### config.mk
export PLATFORM = sky130hd
export DESIGN_NAME = pipe_stage_buf_flat
export DESIGN_NICKNAME = d
export VERILOG_FILES = /design/src/rtl/pipe_stage_buf_pkg.sv /design/src/rtl/pipe_stage_buf_if.sv /design/src/rtl/pipe_stage_buf_sat_counter.sv /design/src/rtl/pipe_stage_buf.sv /design/src/flat_wrapper.sv
export SDC_FILE = /design/constraint.sdc
export NUM_CORES = 1
export LEC_CHECK = 0
export BUFFER_PORTS_ARGS = -buffer_cell sky130_fd_sc_hd__buf_2
export CAP_MARGIN = 20
export CORE_ASPECT_RATIO = 0.75
export CORE_MARGIN = 8
export CORE_UTILIZATION = 59
export CTS_BUF_LIST = sky130_fd_sc_hd__clkbuf_8 sky130_fd_sc_hd__clkbuf_16
export DETAILED_ROUTE_END_ITERATION = 10
export HOLD_SLACK_MARGIN = 0.1
export PLACE_DENSITY = 0.85
export SLEW_MARGIN = 20
export SYNTH_ARGS = -nofsm -noshare
export SYNTH_HDL_FRONTEND = slang
export SYNTH_HIERARCHICAL = 1
export SYNTH_SLANG_ARGS = --single-unit
### constraint.sdc
create_clock -name clk -period 4.8 [get_ports clk]
set_input_delay 0.48 -clock clk [delete_from_list [all_inputs] [get_ports clk]]
set_output_delay 0.48 -clock clk [all_outputs]
set_load 0.02 [all_outputs]
### src/rtl/pipe_stage_buf_pkg.sv
`default_nettype none
// ============================================================================
// Module      : pipe_stage_buf_pkg
// Description : Shared types and helpers for the generic pipeline stage
//               register: occupancy state encoding, default widths, and
//               the upstream-room predicate for both buffer depths.
// Revision    : 1.0 - initial release
// ============================================================================
package pipe_stage_buf_pkg;

    // Occupancy of the stage: nothing held, main entry only, main + skid.
    typedef enum logic [1:0] {
        EMPTY = 2'd0,
        ONE   = 2'd1,
        TWO   = 2'd2
    } stage_state_e;

    localparam int unsigned c_DEF_DATA_W = 64;
    localparam int unsigned c_DEF_CNT_W  = 64;

    // Whether the stage can take another beat, ignoring hold/flush masking.
    // With the skid entry the answer depends on occupancy only, which keeps
    // out_ready off the in_ready path. Without it, a full single entry can
    // only take a beat when the current one leaves in the same cycle.
    function automatic logic has_room(input stage_state_e st,
                                      input logic         out_ready,
                                      input bit           skid_en);
        if (skid_en) begin
            return (st != TWO);
        end
        return (st == EMPTY) || out_ready;
    endfunction

endpackage
`default_nettype wire

### src/rtl/pipe_stage_buf_if.sv
`default_nettype none
// ============================================================================
// Module      : pipe_stage_buf_if
// Description : Valid/ready handshake bundle between two pipeline stages.
//               The upstream side offers in_*, the downstream side consumes
//               out_*.
//   in_valid   upstream payload valid
//   in_ready   stage accepts payload this cycle
//   in_data    upstream payload (DATA_W)
//   out_valid  payload presented downstream
//   out_ready  downstream accepts
//   out_data   payload presented downstream (DATA_W)
//   modport master : environment side (drives in_*, out_ready)
//   modport slave  : stage side (drives in_ready, out_*)
// Revision    : 1.0 - initial release
// ============================================================================
interface pipe_stage_buf_if #(
    parameter int DATA_W = 64
) ();

    logic              in_valid;
    logic              in_ready;
    logic [DATA_W-1:0] in_data;
    logic              out_valid;
    logic              out_ready;
    logic [DATA_W-1:0] out_data;

    modport master (
        output in_valid,
        output in_data,
        output out_ready,
        input  in_ready,
        input  out_valid,
        input  out_data
    );

    modport slave (
        input  in_valid,
        input  in_data,
        input  out_ready,
        output in_ready,
        output out_valid,
        output out_data
    );

endinterface
`default_nettype wire

### src/rtl/pipe_stage_buf_sat_counter.sv
`default_nettype none
// ============================================================================
// Module      : sat_counter
// Description : Saturating up-counter with dominant synchronous clear.
//               Holds at all-ones once reached until cleared.
//   clk    in   clock
//   reset  in   asynchronous active-low reset
//   inc    in   count up by one this cycle (ignored when saturated)
//   clr    in   clear to zero this cycle (wins over inc)
//   count  out  current count (CNT_W)
// Revision    : 1.0 - initial release
// ============================================================================
module sat_counter #(
    parameter int CNT_W = 64
) (
    input  logic             clk,
    input  logic             reset,
    input  logic             inc,
    input  logic             clr,
    output logic [CNT_W-1:0] count
);

    logic [CNT_W-1:0] r_count;
    logic             w_sat;

    assign w_sat = &r_count;

    always_ff @(posedge clk or negedge reset) begin
        if (!reset) begin
            r_count <= '0;
        end else if (clr) begin
            r_count <= '0;
        end else if (inc && !w_sat) begin
            r_count <= r_count + CNT_W'(1);
        end
    end

    assign count = r_count;

endmodule
`default_nettype wire

### src/rtl/pipe_stage_buf.sv
`default_nettype none
// ============================================================================
// Module      : pipe_stage_buf
// Description : Generic inter-stage pipeline register with valid/ready
//               handshake, optional 2-entry skid buffer, external hold,
//               deferred flush and a saturating stall-cycle counter.
//   clk      in   clock
//   reset    in   asynchronous active-low reset
//   hold     in   freeze the stage (memory handshake stall)
//   flush    in   discard stage contents (jump / CSR redirect)
//   bus      if   pipe_stage_buf_if.slave handshake bundle
//   counter  out  consecutive stalled cycles (CNT_W, saturating)
// Parameters:
//   DATA_W   payload width
//   CNT_W    stall counter width
//   SKID_EN  1 = main + skid entry, 0 = single entry
// Revision    : 1.0 - initial release
// ============================================================================
module pipe_stage_buf
    import pipe_stage_buf_pkg::*;
#(
    parameter int DATA_W  = 64,
    parameter int CNT_W   = 64,
    parameter bit SKID_EN = 1'b1
) (
    input  logic                clk,
    input  logic                reset,
    input  logic                hold,
    input  logic                flush,
    pipe_stage_buf_if.slave     bus,
    output logic [CNT_W-1:0]    counter
);

    // ------------------------------------------------------------------
    // Storage
    // ------------------------------------------------------------------
    stage_state_e      r_state;
    stage_state_e      w_state_nxt;
    logic [DATA_W-1:0] r_main;
    logic [DATA_W-1:0] w_main_nxt;
    logic [DATA_W-1:0] r_skid;
    logic [DATA_W-1:0] w_skid_nxt;
    logic              r_flush_pend;
    logic              w_flush_pend_nxt;

    // ------------------------------------------------------------------
    // Handshake
    // ------------------------------------------------------------------
    logic w_fl;
    logic w_room;
    logic w_in_ready;
    logic w_out_valid;
    logic w_enq;
    logic w_deq;
    logic w_cnt_inc;
    logic w_cnt_clr;

    // A flush seen while held is parked in r_flush_pend and takes effect
    // in the first unheld cycle, so a redirect is never lost to a stall.
    assign w_fl = !hold && (flush || r_flush_pend);

    assign w_room      = has_room(r_state, bus.out_ready, SKID_EN);
    assign w_out_valid = (r_state != EMPTY) && !hold && !w_fl;
    // Gated by reset so upstream sees no room while the stage is in reset.
    assign w_in_ready  = reset && w_room && !hold && !w_fl;

    assign w_enq = bus.in_valid && w_in_ready;
    assign w_deq = w_out_valid && bus.out_ready;

    assign bus.in_ready  = w_in_ready;
    assign bus.out_valid = w_out_valid;
    assign bus.out_data  = r_main;

    // ------------------------------------------------------------------
    // State register
    // ------------------------------------------------------------------
    always_ff @(posedge clk or negedge reset) begin
        if (!reset) begin
            r_state      <= EMPTY;
            r_main       <= '0;
            r_skid       <= '0;
            r_flush_pend <= 1'b0;
        end else begin
            r_state      <= w_state_nxt;
            r_main       <= w_main_nxt;
            r_skid       <= w_skid_nxt;
            r_flush_pend <= w_flush_pend_nxt;
        end
    end

    // ------------------------------------------------------------------
    // Next-state / datapath
    // ------------------------------------------------------------------
    always_comb begin
        w_state_nxt      = r_state;
        w_main_nxt       = r_main;
        w_skid_nxt       = r_skid;
        w_flush_pend_nxt = r_flush_pend;

        if (hold) begin
            // Frozen: contents untouched, only remember a flush request.
            if (flush) begin
                w_flush_pend_nxt = 1'b1;
            end
        end else if (w_fl) begin
            w_state_nxt      = EMPTY;
            w_main_nxt       = '0;
            w_skid_nxt       = '0;
            w_flush_pend_nxt = 1'b0;
        end else begin
            unique case (r_state)
                EMPTY: begin
                    if (w_enq) begin
                        w_state_nxt = ONE;
                        w_main_nxt  = bus.in_data;
                    end
                end
                ONE: begin
                    if (w_enq && w_deq) begin
                        w_main_nxt = bus.in_data;
                    end else if (w_enq) begin
                        // Only reachable with the skid entry: without it,
                        // in_ready in ONE implies out_ready, hence a deq.
                        w_state_nxt = TWO;
                        w_skid_nxt  = bus.in_data;
                    end else if (w_deq) begin
                        w_state_nxt = EMPTY;
                    end
                end
                TWO: begin
                    // in_ready is low here, so only a dequeue can happen;
                    // the older skid beat moves up to keep FIFO order.
                    if (w_deq) begin
                        w_state_nxt = ONE;
                        w_main_nxt  = r_skid;
                    end
                end
                default: begin
                    w_state_nxt = EMPTY;
                end
            endcase
        end
    end

    // ------------------------------------------------------------------
    // Stall counter
    // ------------------------------------------------------------------
    // Counts cycles in which the stage is held or has a beat that the
    // downstream refuses. Any other cycle ends the stall run and clears it.
    assign w_cnt_inc = hold || ((r_state != EMPTY) && !bus.out_ready);
    assign w_cnt_clr = w_deq || w_fl || !w_cnt_inc;

    sat_counter #(
        .CNT_W (CNT_W)
    ) u_stall_cnt (
        .clk   (clk),
        .reset (reset),
        .inc   (w_cnt_inc),
        .clr   (w_cnt_clr),
        .count (counter)
    );

endmodule
`default_nettype wire

### src/flat_wrapper.sv
// flat-port wrapper written by rule: the top's interface ports become plain ports
module pipe_stage_buf_flat import pipe_stage_buf_pkg::*;
#(
    parameter int DATA_W  = 64,
    parameter int CNT_W   = 64,
    parameter bit SKID_EN = 1'b1
)
  (clk, reset, hold, flush, counter, bus_in_valid, bus_in_data, bus_out_ready, bus_in_ready, bus_out_valid, bus_out_data);
  pipe_stage_buf_if #(.DATA_W(DATA_W)) bus_i ();
  input  logic clk;
  input  logic reset;
  input  logic hold;
  input  logic flush;
  output logic [CNT_W-1:0] counter;
  input wire logic [$bits(bus_i.in_valid)-1:0] bus_in_valid;
  input wire logic [$bits(bus_i.in_data)-1:0] bus_in_data;
  input wire logic [$bits(bus_i.out_ready)-1:0] bus_out_ready;
  output wire logic [$bits(bus_i.in_ready)-1:0] bus_in_ready;
  output wire logic [$bits(bus_i.out_valid)-1:0] bus_out_valid;
  output wire logic [$bits(bus_i.out_data)-1:0] bus_out_data;
  assign bus_i.in_valid = bus_in_valid;
  assign bus_i.in_data = bus_in_data;
  assign bus_i.out_ready = bus_out_ready;
  assign bus_in_ready = bus_i.in_ready;
  assign bus_out_valid = bus_i.out_valid;
  assign bus_out_data = bus_i.out_data;
  pipe_stage_buf #(.DATA_W(DATA_W), .CNT_W(CNT_W), .SKID_EN(SKID_EN)) u_core (.clk(clk), .reset(reset), .hold(hold), .flush(flush), .bus(bus_i), .counter(counter));
endmodule
== Yosys cells after proc, flatten, opt, wreduce, memory -nomap -nowiden ==
Cells that the tools add are included.
W data, S select, Z words.

* Register bits: 195
* Output and inout port bits: 130
* Logic and storage cells: 69

* $add $sub $neg: 1
* Equal/unequal tests: 10
* Mux-type cells: 20
* Bitwise logic cells: 1
* Reductions and logical operators: 32

{| class="wikitable"
|+ Operator list
! operator !! number
|-
| $mux W64 || 9
|-
| $pmux W64 S3 || 1
|-
| $add A64 B1 Y64 const B || 1
|-
| $reduce_and A64 Y1 || 1
|-
| $mux W2 || 6
|-
| $logic_and A1 B1 Y1 || 11
|-
| $reduce_and A5 Y1 || 2
|-
| $reduce_bool A2 Y1 || 5
|-
| $ne A3 B1 Y1 const B || 3
|-
| $pmux W2 S3 || 1
|-
| $logic_not A1 Y1 || 5
|-
| $logic_or A1 B1 Y1 || 4
|-
| $ne A2 B1 Y1 const B || 2
|-
| $ne A4 B1 Y1 const B || 1
|-
| $reduce_and A4 Y1 || 1
|-
| $reduce_bool A4 Y1 || 1
|-
| $mux W1 || 3
|-
| $ne A3 B2 Y1 const B || 1
|-
| $eq A2 B1 Y1 const B || 1
|-
| $eq A2 B2 Y1 const B || 1
|-
| $logic_not A2 Y1 || 1
|-
| $ne A2 B2 Y1 const B || 1
|-
| $reduce_and A2 Y1 || 1
|-
| $not A1 Y1 || 1
|}

== Depth between registers and ports, before layout ==
* Depth after elaboration: 10
* Gate-level depth with buffers: 10

== By module ==
Netlist, hierarchy kept.

{| class="wikitable"
|+ Modules (own cells, without submodules)
! module !! instances !! cells an instance !! area an instance (um2) !! sequential area each (um2)
|-
| pipe_stage_buf || 1 || 540 || 5640.4 || 3278.1
|-
| sat_counter || 1 || 420 || 3778.6 || 1601.5
|}

== Worst setup path after synthesis ==
Ideal clock, no wire load.

* Path type: reg-to-reg
* From: register u_core.r_state[0]
* To: register u_core.u_stall_cnt.r_count[48] (netlist: u_core/u_stall_cnt/count[48])
* Arrival time: 2.395 ns
* Required time: 4.675 ns
* Path slack: 2.280 ns
* Cell stages (with the launch flop): 10
* Buffers on the path: 0
* Cell sequence: dfrtp_1 > inv_1 > ha_1 > o21bai_1 > inv_1 > or4_1 > nor2_1 > nand3_1 > nor3_1 > mux2_2

* Elaborated cells between the ends (all ways): 12
* Classes of those cells: mux (1); reduce/logical (11)

{| class="wikitable"
|+ RTL lines
! element !! RTL line !! text
|-
| start, declared || pipe_stage_buf.sv:37 || <nowiki>stage_state_e r_state;</nowiki>
|-
| start signal, assigned || pipe_stage_buf.sv:84 || <nowiki>r_state <= w_state_nxt;</nowiki>
|-
| $reduce_bool A2 Y1 (*) || pipe_stage_buf.sv:150 || <nowiki>assign w_cnt_inc = hold || ((r_state != EMPTY) && !bus.out_ready);</nowiki>
|-
| $logic_and A1 B1 Y1 (*) || pipe_stage_buf.sv:150 ||
|-
| $logic_or A1 B1 Y1 (*) || pipe_stage_buf.sv:150 ||
|-
| named net u_core.w_cnt_inc || pipe_stage_buf.sv:55 || <nowiki>logic w_cnt_inc;</nowiki>
|-
| $logic_not A1 Y1 || pipe_stage_buf.sv:151 || <nowiki>assign w_cnt_clr = w_deq || w_fl || !w_cnt_inc;</nowiki>
|-
| $logic_or A1 B1 Y1 || pipe_stage_buf.sv:151 ||
|-
| $mux W64 / $reduce_bool A2 Y1 (equally long branches) || n/a ||
|-
| end signal, assigned || pipe_stage_buf_sat_counter.sv:34 || <nowiki>r_count <= r_count + CNT_W'(1);</nowiki>
|-
| end, declared || pipe_stage_buf_sat_counter.sv:23 || <nowiki>logic [CNT_W-1:0] r_count;</nowiki>
|}

Mark *: on every way through the listed nets, which the timed path passes. The rest lies on a longest branch.
A chain may end at the register's enable or synchronous reset.

== Worst setup path after layout ==
* From: register u_core.r_state[0]
* To: register u_core.u_stall_cnt.r_count[52] (netlist: u_core/u_stall_cnt/count[52])

The elaborated chain is that of the path after synthesis.

==> out/results.ini <==
[sta]
slew_headroom_pct = 29.67
slew_violations = 0
rsz0062_at_grt = false
layout_min_cycle_time_ns = 3.210
setup_tns_ns = 0
hold_viol = 0
worstMarginPinSlew_ns = 1.045
max_freq_ghz = 0.3115
finalSetupViolCount = 0
post-route-period-util_pct = 66.88
whs_ns = 0.2996
layout_setup_ws_ns = 1.590
clock_skew_ns = 0.01277

[clocking]
htreeDepth = 4
cts_resized = 0
clk_pin_slew_ns = 0.08
cts_buffer_depth = 2
cts_root_buf = clkbuf_16
cts_tree = done
numCtsBuffers = 17
cts.sinks = 195
clk_latency_ns = 0.43

[power]
pwr-share-comb_pct = 19.7
p_clk_share_pct = 33.6
power.density_nw_per_um2 = 381.7
switching_power_mw = 1.370
seqPwrFrac_pct = 46.7
p_leak_nw = 5.148
p_sw_share_pct = 32.36
peakVddDrop_mv = 0.2739
p_int_mw = 2.863

[floorplan]
die_h_um = 125.4
die_area_um2 = 20310
row_count = 40
coreArea_um2 = 15820
die_w_um = 161.9
num_io_pins = 200
initial_core_util_pct = 59.56

[synthesis]
syn_nets = 1035
synthCells = 960
synth_top_area_cell = dfrtp_1
synth_top_area_share_pct = 51.81
synth_cell_types = 62
synthTopCellsByArea = dfrtp_1 (52%), nand2_1 (6.2%), o2bb2ai_1 (6.0%), a22oi_1 (5.1%), o21ai_0 (3.5%)
synthArstFlopShare_pct = 100.0
syn_area_um2 = 9419
synth-main-ff-cell = dfrtp_1
synth_seq_cells = 195
syn_area_per_cell_um2 = 9.811
synth_edf_count = 0
synth-seq-area-share_pct = 51.81
ys_warn_count = 6

[cells_and_area]
fin_cells = 1351
layout-drive-gt1-share_pct = 23.81
area_growth_pct = 17.73
num-nets-final = 1200
final_core_util_pct = 70.12

[critical_path]
required_ns = 5.08
end_kind = register
crit_arrival_ns = 3.49
startpoint_type = register
crit_fanout = 7
path_cells = inv_1 -> ha_1 -> o21bai_1 -> inv_1 -> or4_1 -> a211oi_1 -> nand4_1 -> xor2_1 -> nor2_1
cpPeakStageDelay_ns = 0.66
crit_path_top_delay_cell = a211oi_1
cp_common_cell = inv_1
worst-setup-path-type = reg -> reg

[place]
place_congestion = 0.9398
portBuffers = 199
dp.cells = 1315
dp_hpwl_um = 17490
dp_slack_ns = 1.686

[status]
status = completed

[drt]
drtAntennaViolNets = 0
wl_um = 26150
vias = 8479
drcViolationCount = 0
drt_iter0_drc = 913
routedWlPerCell_um = 19.36
dr.pass1.iters = 6
via_per_inst = 6.276

[global_routing]
gr-usage-all-layers_pct = 25.74
antenna_found_initial = 3
grt_max_degree = 97
gr-total-overflow = 0
grt_pass1_vias = 8218
grt_first_pass_wirelength_um = 43240

[flow_run]
cap_viol_max_count = 0

[worst_hold_path]
hp-class = in -> reg

placed cells by master (no fill, tap or decap), types with 5 or more instances in the layout:
| cell type | instances |
|---|---|
| o2bb2ai_1 | 64 |
| nor3_1 | 13 |
| buf_2 | 198 |
| nand4_1 | 31 |
| buf_4 | 11 |
| or3_1 | 16 |
| inv_1 | 12 |
| and3_1 | 9 |
| or4_1 | 23 |
| clkbuf_16 | 17 |
| nand3_1 | 28 |
| xnor2_1 | 8 |
| dfrtp_1 | 195 |
| o21ai_0 | 66 |
| mux2_2 | 6 |
| o31ai_1 | 20 |
| a21oi_1 | 34 |
| nor4_1 | 10 |
| xor2_1 | 12 |
| a22oi_1 | 64 |
| nor2b_1 | 9 |
| ha_1 | 5 |
| o21ai_1 | 13 |
| nand2_1 | 154 |
| nor2_1 | 47 |
worst max-delay path, delay by kind of cell, from the launching register on:
kind	cells	cell delay (ns)
fa+ha+maj	1	0.29
compound gates	2	1.07
xor+xnor	1	0.20
flops	1	0.38
simple gates	3	0.87
buf+inv	2	0.25
final timing paths:
check | cells after the start | to | slack [ns] | startpoint
max in group asynchronous | 4 | u_core/bus.out_data[56] | 2.11 | reset
max reg2reg | 9 | u_core/u_stall_cnt/count[52] | 1.59 | u_core/r_state[0]
max | 9 | u_core/u_stall_cnt/count[52] | 1.59 | u_core/r_state[0]
min in group asynchronous | 2 | u_core/u_stall_cnt/count[55] | 0.62 | reset
min | 3 | u_core/r_skid[44] | 0.30 | bus_in_data[44]
min reg2reg | 1 | u_core/bus.out_data[17] | 0.48 | u_core/bus.out_data[17]
cell families after synthesis:
group           Yosys count  share of synthesized area, %
compound gates          280                         20.40
xor+xnor                 20                         1.860
fa+ha+maj                 5                        0.6642
buf+inv                  78                         3.985
flops                   195                         51.81
mux                      11                         1.288
simple gates            371                         19.99
state kept, by name, indices dropped and copies added, names as in the netlist:
register and flops:
u_core/bus.out_data 64, u_core/r_flush_pend 1, u_core/r_skid 64, u_core/u_stall_cnt/count 64, u_core/r_state 2
timing repair:
| item | 4_1_cts | 5_1_grt |
|---|---|---|
| hold buffers | 1 | 0 |
| hold endpoints to repair | 33 | 0 |
| buffers inserted | 0 | 0 |
routing by layer:
| metal | up-vias | GRT usage, % | share of wire [%] |
|---|---|---|---|
| met5 | - | 0 | 0 |
| met1 | 4130 | 37.56 | 44 |
| met3 | 38 | 6.656 | 9.5 |
| met2 | 436 | 36.85 | 45 |
| li1 | 3875 | - | - |
| met4 | 0 | 7.713 | 1.6 |
synthesized netlist by cell type, types with 4 or more instances:
cell,n
buf_2,29
clkbuf_1,28
or4_1,23
nor2_1,47
and3_1,9
nand4_1,31
o21ai_1,13
and4_1,4
o31ai_1,20
and2_1,4
nor3_1,13
nand3_1,28
nor4_1,10
ha_1,5
o2bb2ai_1,64
a22oi_1,64
dfrtp_1,195
nand2_1,155
xor2_1,12
buf_6,5
a21oi_1,34
nor2b_1,9
mux2_2,6
o21ai_0,66
inv_1,12
or3_1,16
xnor2_1,8
cell type report:
type / count / area, um2
flip-flops and latches: 195 / 4880
fillers: 1224 / 4726
multi-input cells: 687 / 4187
repair buffers: 212 / 1117
clock buffers: 17 / 425.4
well taps: 210 / 262.8
clock inverters: 15 / 165.2
inverters: 12 / 45.04
diodes: 3 / 7.507
power by group through the flow:
stage	Combinational [mW]	Sequential (mW)	Clock [mW]
floorplan	0.394	2.12	0
global placement	0.807	2.00	0
detailed placement	0.832	2.00	0
CTS	0.833	1.97	1.45
global route	0.915	2.00	1.52
finish	0.833	1.98	1.42
per-stage QoR:
| stage | area (um2) | total power [mW] |
|---|---|---|
| 2_1_floorplan | 9419 | 2.519 |
| 3_3_place_gp | 10480 | 2.803 |
| 3_5_place_dp | 10480 | 2.830 |
| 4_1_cts | 11080 | 4.257 |
| 5_1_grt | 11090 | 4.430 |
| 6_report | 11090 | 4.233 |
Power figures use the tool's default switching activity.
